==> src/rtl/net_axis_if.sv <==
// AXI-stream bundle for the network-side frame path.
interface net_axis_if #(
  parameter int unsigned DATA_WIDTH = 512,
  parameter int unsigned KEEP_WIDTH = DATA_WIDTH / 8,
  parameter int unsigned USER_WIDTH = 8
);
  logic [DATA_WIDTH-1:0] tdata;
  logic [KEEP_WIDTH-1:0] tkeep;
  logic                  tlast;
  logic [USER_WIDTH-1:0] tuser;
  logic                  tvalid;
  logic                  tready;

  modport master (output tdata, tkeep, tlast, tuser, tvalid, input tready);
  modport slave  (input tdata, tkeep, tlast, tuser, tvalid, output tready);
endinterface

==> src/rtl/net_rx_sink.sv <==
// Network-side receive endpoint: accepts one frame per descriptor under a fixed
// backpressure pattern, re-presents each beat and reports length/tlast/keep status.
module net_rx_sink #(
  parameter int unsigned AXIS_DATA_WIDTH = 512,
  parameter int unsigned AXIS_KEEP_WIDTH = AXIS_DATA_WIDTH / 8,
  parameter int unsigned AXIS_USER_WIDTH = 8,
  parameter int unsigned LEN_WIDTH       = 20,
  parameter int unsigned ROWS            = 32,
  parameter int unsigned INPUT_LENGTH    = 16,
  parameter logic [15:0] READY_PATTERN   = 16'hFFFF
) (
  input  logic                          clk,
  input  logic                          rst,
  net_axis_if.slave                     s_net_axis,
  input  logic                          net_rstart,
  input  logic [LEN_WIDTH-1:0]          net_rdesc_len,
  output logic [ROWS*INPUT_LENGTH-1:0]  net_data_out,
  output logic                          net_valid_out,
  output logic [AXIS_KEEP_WIDTH-1:0]    net_data_tkeep_out,
  output logic                          net_data_tlast_out,
  output logic                          net_rx_busy,
  output logic                          net_rx_done,
  output logic [LEN_WIDTH-1:0]          net_rx_len,
  output logic [AXIS_USER_WIDTH-1:0]    net_rx_tuser,
  output logic                          net_rx_err_len,
  output logic                          net_rx_err_keep
);

  localparam logic [AXIS_KEEP_WIDTH-1:0] KeepOne = {{(AXIS_KEEP_WIDTH-1){1'b0}}, 1'b1};

  typedef enum logic [1:0] {StIdle, StRecv, StDone} state_e;

  state_e               state;
  logic [3:0]           ptr;
  logic                 tready;
  logic [LEN_WIDTH-1:0] count;
  logic [LEN_WIDTH-1:0] exp_len;

  logic                 accept;
  logic [LEN_WIDTH:0]   keep_ones;
  logic [LEN_WIDTH:0]   count_sum;
  logic [LEN_WIDTH-1:0] count_next;
  logic                 keep_contig;
  logic                 keep_bad;

  assign s_net_axis.tready = tready;
  assign accept = s_net_axis.tvalid & tready;

  always_comb begin
    keep_ones = '0;
    for (int i = 0; i < AXIS_KEEP_WIDTH; i++) begin
      keep_ones = keep_ones + {{LEN_WIDTH{1'b0}}, s_net_axis.tkeep[i]};
    end
  end

  // One extra bit catches overflow so the count sticks at all-ones.
  assign count_sum  = {1'b0, count} + keep_ones;
  assign count_next = count_sum[LEN_WIDTH] ? '1 : count_sum[LEN_WIDTH-1:0];

  // A run of ones from bit 0 has no set bit left after adding one to it.
  assign keep_contig = ((s_net_axis.tkeep & (s_net_axis.tkeep + KeepOne)) == '0);
  assign keep_bad    = !keep_contig || (!s_net_axis.tlast && !(&s_net_axis.tkeep));

  always_ff @(posedge clk) begin
    if (rst) begin
      state              <= StIdle;
      ptr                <= '0;
      tready             <= 1'b0;
      count              <= '0;
      exp_len            <= '0;
      net_data_out       <= '0;
      net_valid_out      <= 1'b0;
      net_data_tkeep_out <= '0;
      net_data_tlast_out <= 1'b0;
      net_rx_busy        <= 1'b0;
      net_rx_done        <= 1'b0;
      net_rx_len         <= '0;
      net_rx_tuser       <= '0;
      net_rx_err_len     <= 1'b0;
      net_rx_err_keep    <= 1'b0;
    end else begin
      net_valid_out <= 1'b0;
      net_rx_done   <= 1'b0;
      unique case (state)
        StIdle: begin
          if (net_rstart) begin
            count           <= '0;
            net_rx_len      <= '0;
            net_rx_err_len  <= 1'b0;
            net_rx_err_keep <= 1'b0;
            if (net_rdesc_len != '0) begin
              exp_len     <= net_rdesc_len;
              ptr         <= '0;
              tready      <= READY_PATTERN[0];
              net_rx_busy <= 1'b1;
              state       <= StRecv;
            end else begin
              net_rx_done <= 1'b1;
              state       <= StDone;
            end
          end
        end
        StRecv: begin
          ptr    <= ptr + 4'd1;
          // tready is registered, so load the bit for the coming RECV cycle.
          tready <= READY_PATTERN[ptr + 4'd1];
          if (accept) begin
            net_data_out       <= s_net_axis.tdata;
            net_data_tkeep_out <= s_net_axis.tkeep;
            net_data_tlast_out <= s_net_axis.tlast;
            net_valid_out      <= 1'b1;
            count              <= count_next;
            if (keep_bad) begin
              net_rx_err_keep <= 1'b1;
            end
            if (s_net_axis.tlast) begin
              net_rx_tuser   <= s_net_axis.tuser;
              net_rx_len     <= count_next;
              net_rx_err_len <= (count_next != exp_len);
              net_rx_done    <= 1'b1;
              net_rx_busy    <= 1'b0;
              tready         <= 1'b0;
              state          <= StDone;
            end
          end
        end
        StDone: begin
          state <= StIdle;
        end
        default: begin
          state <= StIdle;
        end
      endcase
    end
  end

endmodule

==> src/flat_wrapper.sv <==
// flat-port wrapper written by rule: the top's interface ports become plain ports
module net_rx_sink_flat 
#(
  parameter int unsigned AXIS_DATA_WIDTH = 512,
  parameter int unsigned AXIS_KEEP_WIDTH = AXIS_DATA_WIDTH / 8,
  parameter int unsigned AXIS_USER_WIDTH = 8,
  parameter int unsigned LEN_WIDTH       = 20,
  parameter int unsigned ROWS            = 32,
  parameter int unsigned INPUT_LENGTH    = 16,
  parameter logic [15:0] READY_PATTERN   = 16'hFFFF
)
  (clk, rst, net_rstart, net_rdesc_len, net_data_out, net_valid_out, net_data_tkeep_out, net_data_tlast_out, net_rx_busy, net_rx_done, net_rx_len, net_rx_tuser, net_rx_err_len, net_rx_err_keep, s_net_axis_tdata, s_net_axis_tkeep, s_net_axis_tlast, s_net_axis_tuser, s_net_axis_tvalid, s_net_axis_tready);
  net_axis_if #(.DATA_WIDTH((512)), .KEEP_WIDTH((64)), .USER_WIDTH((8))) s_net_axis_i ();
  input  logic clk;
  input  logic rst;
  input  logic net_rstart;
  input  logic [LEN_WIDTH-1:0] net_rdesc_len;
  output logic [ROWS*INPUT_LENGTH-1:0] net_data_out;
  output logic net_valid_out;
  output logic [AXIS_KEEP_WIDTH-1:0] net_data_tkeep_out;
  output logic net_data_tlast_out;
  output logic net_rx_busy;
  output logic net_rx_done;
  output logic [LEN_WIDTH-1:0] net_rx_len;
  output logic [AXIS_USER_WIDTH-1:0] net_rx_tuser;
  output logic net_rx_err_len;
  output logic net_rx_err_keep;
  input wire logic [$bits(s_net_axis_i.tdata)-1:0] s_net_axis_tdata;
  input wire logic [$bits(s_net_axis_i.tkeep)-1:0] s_net_axis_tkeep;
  input wire logic [$bits(s_net_axis_i.tlast)-1:0] s_net_axis_tlast;
  input wire logic [$bits(s_net_axis_i.tuser)-1:0] s_net_axis_tuser;
  input wire logic [$bits(s_net_axis_i.tvalid)-1:0] s_net_axis_tvalid;
  output wire logic [$bits(s_net_axis_i.tready)-1:0] s_net_axis_tready;
  assign s_net_axis_i.tdata = s_net_axis_tdata;
  assign s_net_axis_i.tkeep = s_net_axis_tkeep;
  assign s_net_axis_i.tlast = s_net_axis_tlast;
  assign s_net_axis_i.tuser = s_net_axis_tuser;
  assign s_net_axis_i.tvalid = s_net_axis_tvalid;
  assign s_net_axis_tready = s_net_axis_i.tready;
  net_rx_sink #(.AXIS_DATA_WIDTH(AXIS_DATA_WIDTH), .AXIS_KEEP_WIDTH(AXIS_KEEP_WIDTH), .AXIS_USER_WIDTH(AXIS_USER_WIDTH), .LEN_WIDTH(LEN_WIDTH), .ROWS(ROWS), .INPUT_LENGTH(INPUT_LENGTH), .READY_PATTERN(READY_PATTERN)) u_core (.clk(clk), .rst(rst), .s_net_axis(s_net_axis_i), .net_rstart(net_rstart), .net_rdesc_len(net_rdesc_len), .net_data_out(net_data_out), .net_valid_out(net_valid_out), .net_data_tkeep_out(net_data_tkeep_out), .net_data_tlast_out(net_data_tlast_out), .net_rx_busy(net_rx_busy), .net_rx_done(net_rx_done), .net_rx_len(net_rx_len), .net_rx_tuser(net_rx_tuser), .net_rx_err_len(net_rx_err_len), .net_rx_err_keep(net_rx_err_keep));
endmodule
==> config.mk <==
export PLATFORM = sky130hd
export DESIGN_NAME = net_rx_sink_flat
export DESIGN_NICKNAME = d
export VERILOG_FILES = /design/src/rtl/net_axis_if.sv /design/src/rtl/net_rx_sink.sv /design/src/flat_wrapper.sv
export SDC_FILE = /design/constraint.sdc
export NUM_CORES = 1
export LEC_CHECK = 0
export ABC_CLOCK_PERIOD_IN_PS = 10400
export CAP_MARGIN = 20
export CORE_AREA = 8 8 466 468
export DETAILED_ROUTE_END_ITERATION = 6
export DIE_AREA = 0 0 474 476
export GPL_TIMING_DRIVEN = 0
export HOLD_SLACK_MARGIN = 0.12
export PLACE_DENSITY = 0.38
export SLEW_MARGIN = 20
export SYNTH_ARGS = -nofsm -noshare
export SYNTH_HDL_FRONTEND = slang
export SYNTH_SLANG_ARGS = --single-unit
export TNS_END_PERCENT = 50
==> constraint.sdc <==
create_clock -name clk -period 10.4 [get_ports clk]
set_clock_uncertainty 0.05 [all_clocks]
set_input_delay 1.56 -clock clk [delete_from_list [all_inputs] [get_ports clk]]
set_output_delay 1.56 -clock clk [all_outputs]
set_load 0.005 [all_outputs]
# Word level (Yosys, flattened, before mapping)
# Memories as Yosys holds them, arrays and structs flattened.
# Cells that the tools add are included.
# word_totals
register_bits,657
mem_bits_ro,16
output_inout_bits,611
memories,1
# memory_table
name,depth,word_bits,read_ports,rd_clocked_by_memory_dff,write_ports,line_no,text
(name not given),16,1,1,0,0,net_rx_sink.sv:106,tready <= READY_PATTERN[ptr + 4'd1];
# op_classes
add_sub_neg,66
magnitude_cmp,1
eq_ne,7
muxes,37
bitwise,3
reduce_logical,20
# ops
cell,count
adder 21 x 1 -> 21 bit,62
two-way mux 20 bit,5
one-hot mux 20 bit (2 select lines),2
adder 64 x 1 -> 64 bit (second input constant),1
AND 64 bit,1
zero test 64 bit,1
AND reduction 64 bit,1
adder 20 x 21 -> 21 bit,1
inequality test 20 bit,1
nonzero test 20 bit,1
two-way mux 1 bit,17
AND reduction 3 bit,5
one-hot mux 1 bit (2 select lines),5
two-way mux 2 bit,4
two-way mux 4 bit,2
one-hot mux 4 bit (2 select lines),1
AND reduction 4 bit,2
inequality test 2 x 1 -> 1 bit (second input constant),3
less-than comparator 4 x 5 -> 1 bit (second input constant),1
AND reduction 5 bit,1
adder 4 x 1 -> 4 bit (second input constant),1
inequality test 2 bit (second input constant),2
one-hot mux 2 bit (2 select lines),1
zero test 1 bit,3
other kinds (10),10

# Depth between registers and ports, before layout
# depth
depth_word,69
depth_mapped,26
mapped_depth_nobuf,25

# Least setup slack after synthesis
# Ideal clock, no wire load.
# synth_timing
path_type,in2reg
startpoint,input s_net_axis_tkeep[0]
endpoint,register u_core.net_rx_err_len
setup_time_ns,0.120
arrival_ns,8.434
required_ns,10.230
slack_ns,1.796
cell_stages,23
n_path_buf,0
cell_sequence,inv_1 -> ha_1 -> fa_1 -> fa_1 -> inv_1 -> fa_1 -> fa_1 -> fa_1 -> fa_1 -> inv_1 -> fa_1 -> fa_1 -> inv_1 -> fa_1 -> a211oi_1 -> o21ai_0 -> o211a_1 -> or3_1 -> and3_1 -> o2bb2ai_1 -> a2111oi_0 -> nand4_1 -> o31a_1
# synth_via
elab_chain_cells,69
# synth_lines
element,line_no,text
start: declaration,flat_wrapper.sv:29,input wire logic [$bits(s_net_axis_i.tkeep)-1:0] s_net_axis_tkeep;
adder 1 x 1 -> 2 bit,net_rx_sink.sv:52,"keep_ones = keep_ones + {{LEN_WIDTH{1'b0}}, s_net_axis.tkeep[i]};"
adder 21 x 1 -> 21 bit (62 in a row),net_rx_sink.sv:52,
adder 20 x 21 -> 21 bit,net_rx_sink.sv:57,"assign count_sum = {1'b0, count} + keep_ones;"
two-way mux 20 bit,net_rx_sink.sv:58,assign count_next = count_sum[LEN_WIDTH] ? '1 : count_sum[LEN_WIDTH-1:0];
inequality test 20 bit,net_rx_sink.sv:119,net_rx_err_len <= (count_next != exp_len);
two-way mux 1 bit,net_rx_sink.sv:116,if (s_net_axis.tlast) begin
two-way mux 1 bit,net_rx_sink.sv:107,if (accept) begin
one-hot mux 1 bit (2 select lines),net_rx_sink.sv:84,unique case (state)
end signal: assignment,net_rx_sink.sv:119,
end: declaration,net_rx_sink.sv:25,"output logic net_rx_err_len,"
# No other way between the ends. The select of a mux whose other input is x is not followed.
# A chain may end at the register's enable or synchronous reset.

# Final worst setup path
# layout_timing
startpoint,input s_net_axis_tkeep[0]
endpoint,register u_core.count[9]
# layout_via
elab_chain_cells,67
# layout_lines
element,line_no,text
adder 1 x 1 -> 2 bit,net_rx_sink.sv:52,
adder 21 x 1 -> 21 bit (62 in a row),net_rx_sink.sv:52,
adder 20 x 21 -> 21 bit,net_rx_sink.sv:57,
two-way mux 20 bit,net_rx_sink.sv:58,
two-way mux 20 bit,net_rx_sink.sv:107,
one-hot mux 20 bit (2 select lines),net_rx_sink.sv:84,
end signal: assignment,net_rx_sink.sv:112,count <= count_next;
end: declaration,net_rx_sink.sv:36,logic [LEN_WIDTH-1:0] count;
# No other way between the ends. The select of a mux whose other input is x is not followed.

==> out/metrics.cfg <==
[outcome]
status=finished, final reports clean

[cts]
cts_resized=0
root_buffer=clkbuf_16
htree_num_levels=3
cts_made_buffers=88
cts-hold-fix-buffers=0
clock-sinks=653
clockBufferDepth=3
cts_tree=done
clock_latency_ns=0.73
cts_setup_buffers=0
clk_pin_slew_ns=0.05

[worst_setup_path]
cp_common_cell=fa_1
slowest_delay_ns=0.63
cp.required_ns=10.88
path_max_fanout=10
crit_chain=clkdlybuf4s50_1 > inv_1 > ha_1 > fa_1 > fa_1 > fa_1 > fa_1 > fa_1 > fa_1 > fa_1 > fa_1 > inv_1 > ha_1 > fa_1 > a211oi_1 > o21ai_0 > o2111ai_2 > a21o_1 > clkbuf_1 > buf_1 > a21oi_1 > nand2_1 > a21oi_1
crit_cells=23
path_class=primary input to flop
crit_buf_inv=5
critPathSlowestCell=clkdlybuf4s50_1
cp-start-kind=primary input
endpoint_kind=flop
arrival_ns=10.41
cp_top_family=adder cells
worstRegToRegCells=25

[synthesis]
synthCells=3355
ys.flop_type=dfxtp_1
yosysMostFrequentCell=nand2_1
synth_edf_count=0
ys_types=64
yosysSeqAreaShare=0.499
synth_top_area_share=0.499
synth_commonest_cells=nand2_1, a21oi_1, dfxtp_1
syn_area_mm2=0.0262
yosysWarningCount=0
avgSynthCellArea_um2=7.82
async_flop_share=0
syn-num-nets=4058
synth_top_area_cell=dfxtp_1
synth_area_leaders=dfxtp_1, nand2_1, a21oi_1
synth-seq-cells=653

[timing]
rsz0062_at_grt=no
fin_crit_sh=0.954
tns_ns=0
setup_ws_ns=0.477
worstMarginPinSlew_ns=1.11
fin_hold_ws_ns=0.402
timing.slew.headroom=0.262
setup_viol=0
slew_violations=0
min_period_ns=9.92
hold_viol_final=0
max_freq_ghz=0.101

[pwr]
pwr_density_cell_mw_per_mm2=235
peakVddDrop_v=0.000946
p_leak_uw=0.0151

[floorplan]
die_h_um=476
die_area_mm2=0.226
coreArea_mm2=0.210
ios=1220
rows=169
die_x_um=474
start_util=0.125

[finish]
drive_gt1_frac=0.0344
area_growth_pct=71.8
utilization=0.214
layout.nets=5370

[route]
vias=29300
wl_per_cell_um=26.9
via_per_inst=3.86
wl_um=204000
first_iter_violations=2041
ant_nets=0
drt_pre_antenna_iters=5
drc=0

[place]
dp_slack_ns=-0.407
port_buffers=1218
globalplace.congestion=0.896
hpwl_um=175000

[global_route]
overflow=0
grt_pass1_vias=29400
grt_usage=0.171
grt_max_degree=15
grt_pass1_wl_um=265000
grt_antenna_before_repair=103

[worst_hold_path]
hold_depth=2
min_path_type=flop to flop

[job]
max_cap_viol_count=0

worst paths after layout:
check / start / to / slack [ns]
worst max-delay path: s_net_axis_tkeep[0] / u_core.count[9] / 0.48
worst min-delay path: u_core.net_data_out[509] / u_core.net_data_out[509] / 0.40
worst max register to register: u_core.count[0] / u_core.count[9] / 1.87
worst min register to register: u_core.net_data_out[509] / u_core.net_data_out[509] / 0.40
power by group:
| group | switching [µW] | total, µW | internal [µW] | leakage [µW] |
|---|---|---|---|---|
| clock | 1340 | 3120 | 1790 | 0.00142 |
| combinational | 2920 | 4820 | 1900 | 0.00835 |
| sequential | 52.3 | 2620 | 2570 | 0.00528 |
| total | 4310 | 10600 | 6260 | 0.0151 |
kinds of logic (layout without fill, tap and decap cells):
kind of cell,count (synthesis),in the layout,synth area share
buffers and inverters,327,1708,0.0469
flip-flops,653,653,0.499
AND/OR/NAND/NOR,1467,1467,0.222
multiplexers,25,25,0.00969
AO/OA/AOI/OAI,769,769,0.155
adder cells (fa/ha/maj),94,94,0.0606
XOR/XNOR,20,20,0.00668
other,0,33,0
flip-flops by register name, indices dropped and copies added, names as in the netlist:
register                   flops
u_core.count                  20
u_core.exp_len                20
u_core.net_data_out          512
u_core.net_data_tkeep_out     64
u_core.net_data_tlast_out      1
u_core.net_rx_busy             1
u_core.net_rx_done             1
u_core.net_rx_err_keep         1
u_core.net_rx_err_len          1
u_core.net_rx_len             20
u_core.net_rx_tuser            8
u_core.net_valid_out           1
u_core.s_net_axis.tready       1
u_core.state                   2
stage by stage:
stage	std cells	area [µm²]	total power [µW]
2_1_floorplan	3355	26200	5840
3_3_place_gp	7394	41900	7520
3_5_place_dp	7398	42000	7510
4_1_cts	7557	45000	10700
5_1_grt	7573	45000	11300
6_report	7590	45000	10600
layer usage:
| layer | up-vias | track usage | part of all wire |
|---|---|---|---|
| met1 | 14000 | 0.198 | 0.39 |
| met5 | - | 0 | 0.0014 |
| met4 | 48 | 0.0490 | 0.029 |
| li1 | 13700 | - | - |
| met3 | 291 | 0.0750 | 0.11 |
| met2 | 1293 | 0.286 | 0.47 |
cell type report:
cell class	count	area (µm²)
buffer	229	867
fill	23600	165000
antenna	33	82.6
inverter	98	368
clock inverter	32	388
clock buffer	127	2540
multi-input combinational	2375	11900
tap	2821	3530
sequential	653	13100
timing repair buffer	1222	12300
worst register-to-register path, stage by stage (launching register included):
cell	delay [ns]
dfxtp_1	0.36
inv_1	0.07
fa_1	0.45
fa_1	0.54
inv_1	0.07
fa_1	0.47
inv_1	0.05
fa_1	0.48
inv_1	0.05
fa_1	0.48
inv_1	0.05
fa_1	0.49
fa_1	0.44
fa_1	0.52
inv_1	0.06
ha_1	0.22
fa_1	0.41
a211oi_1	0.45
o21ai_0	0.33
o2111ai_2	0.48
a21o_1	0.26
clkbuf_1	0.46
buf_1	0.56
a21oi_1	0.37
nand2_1	0.16
a21oi_1	0.07
placed cells by master (no fill, tap or decap), types with 22 or more instances in the layout:
cell type        count
nand2_1           1276
clkdlybuf4s50_1   1218
a21oi_1            655
dfxtp_1            653
clkbuf_1           230
inv_1               97
clkbuf_16           88
nor2_1              62
fa_1                55
ha_1                39
o21ai_0             35
diode_2             33
nand3_1             26
nand4_1             25
mux2i_1             22
Note: power is estimated with default switching activity, not from simulation.
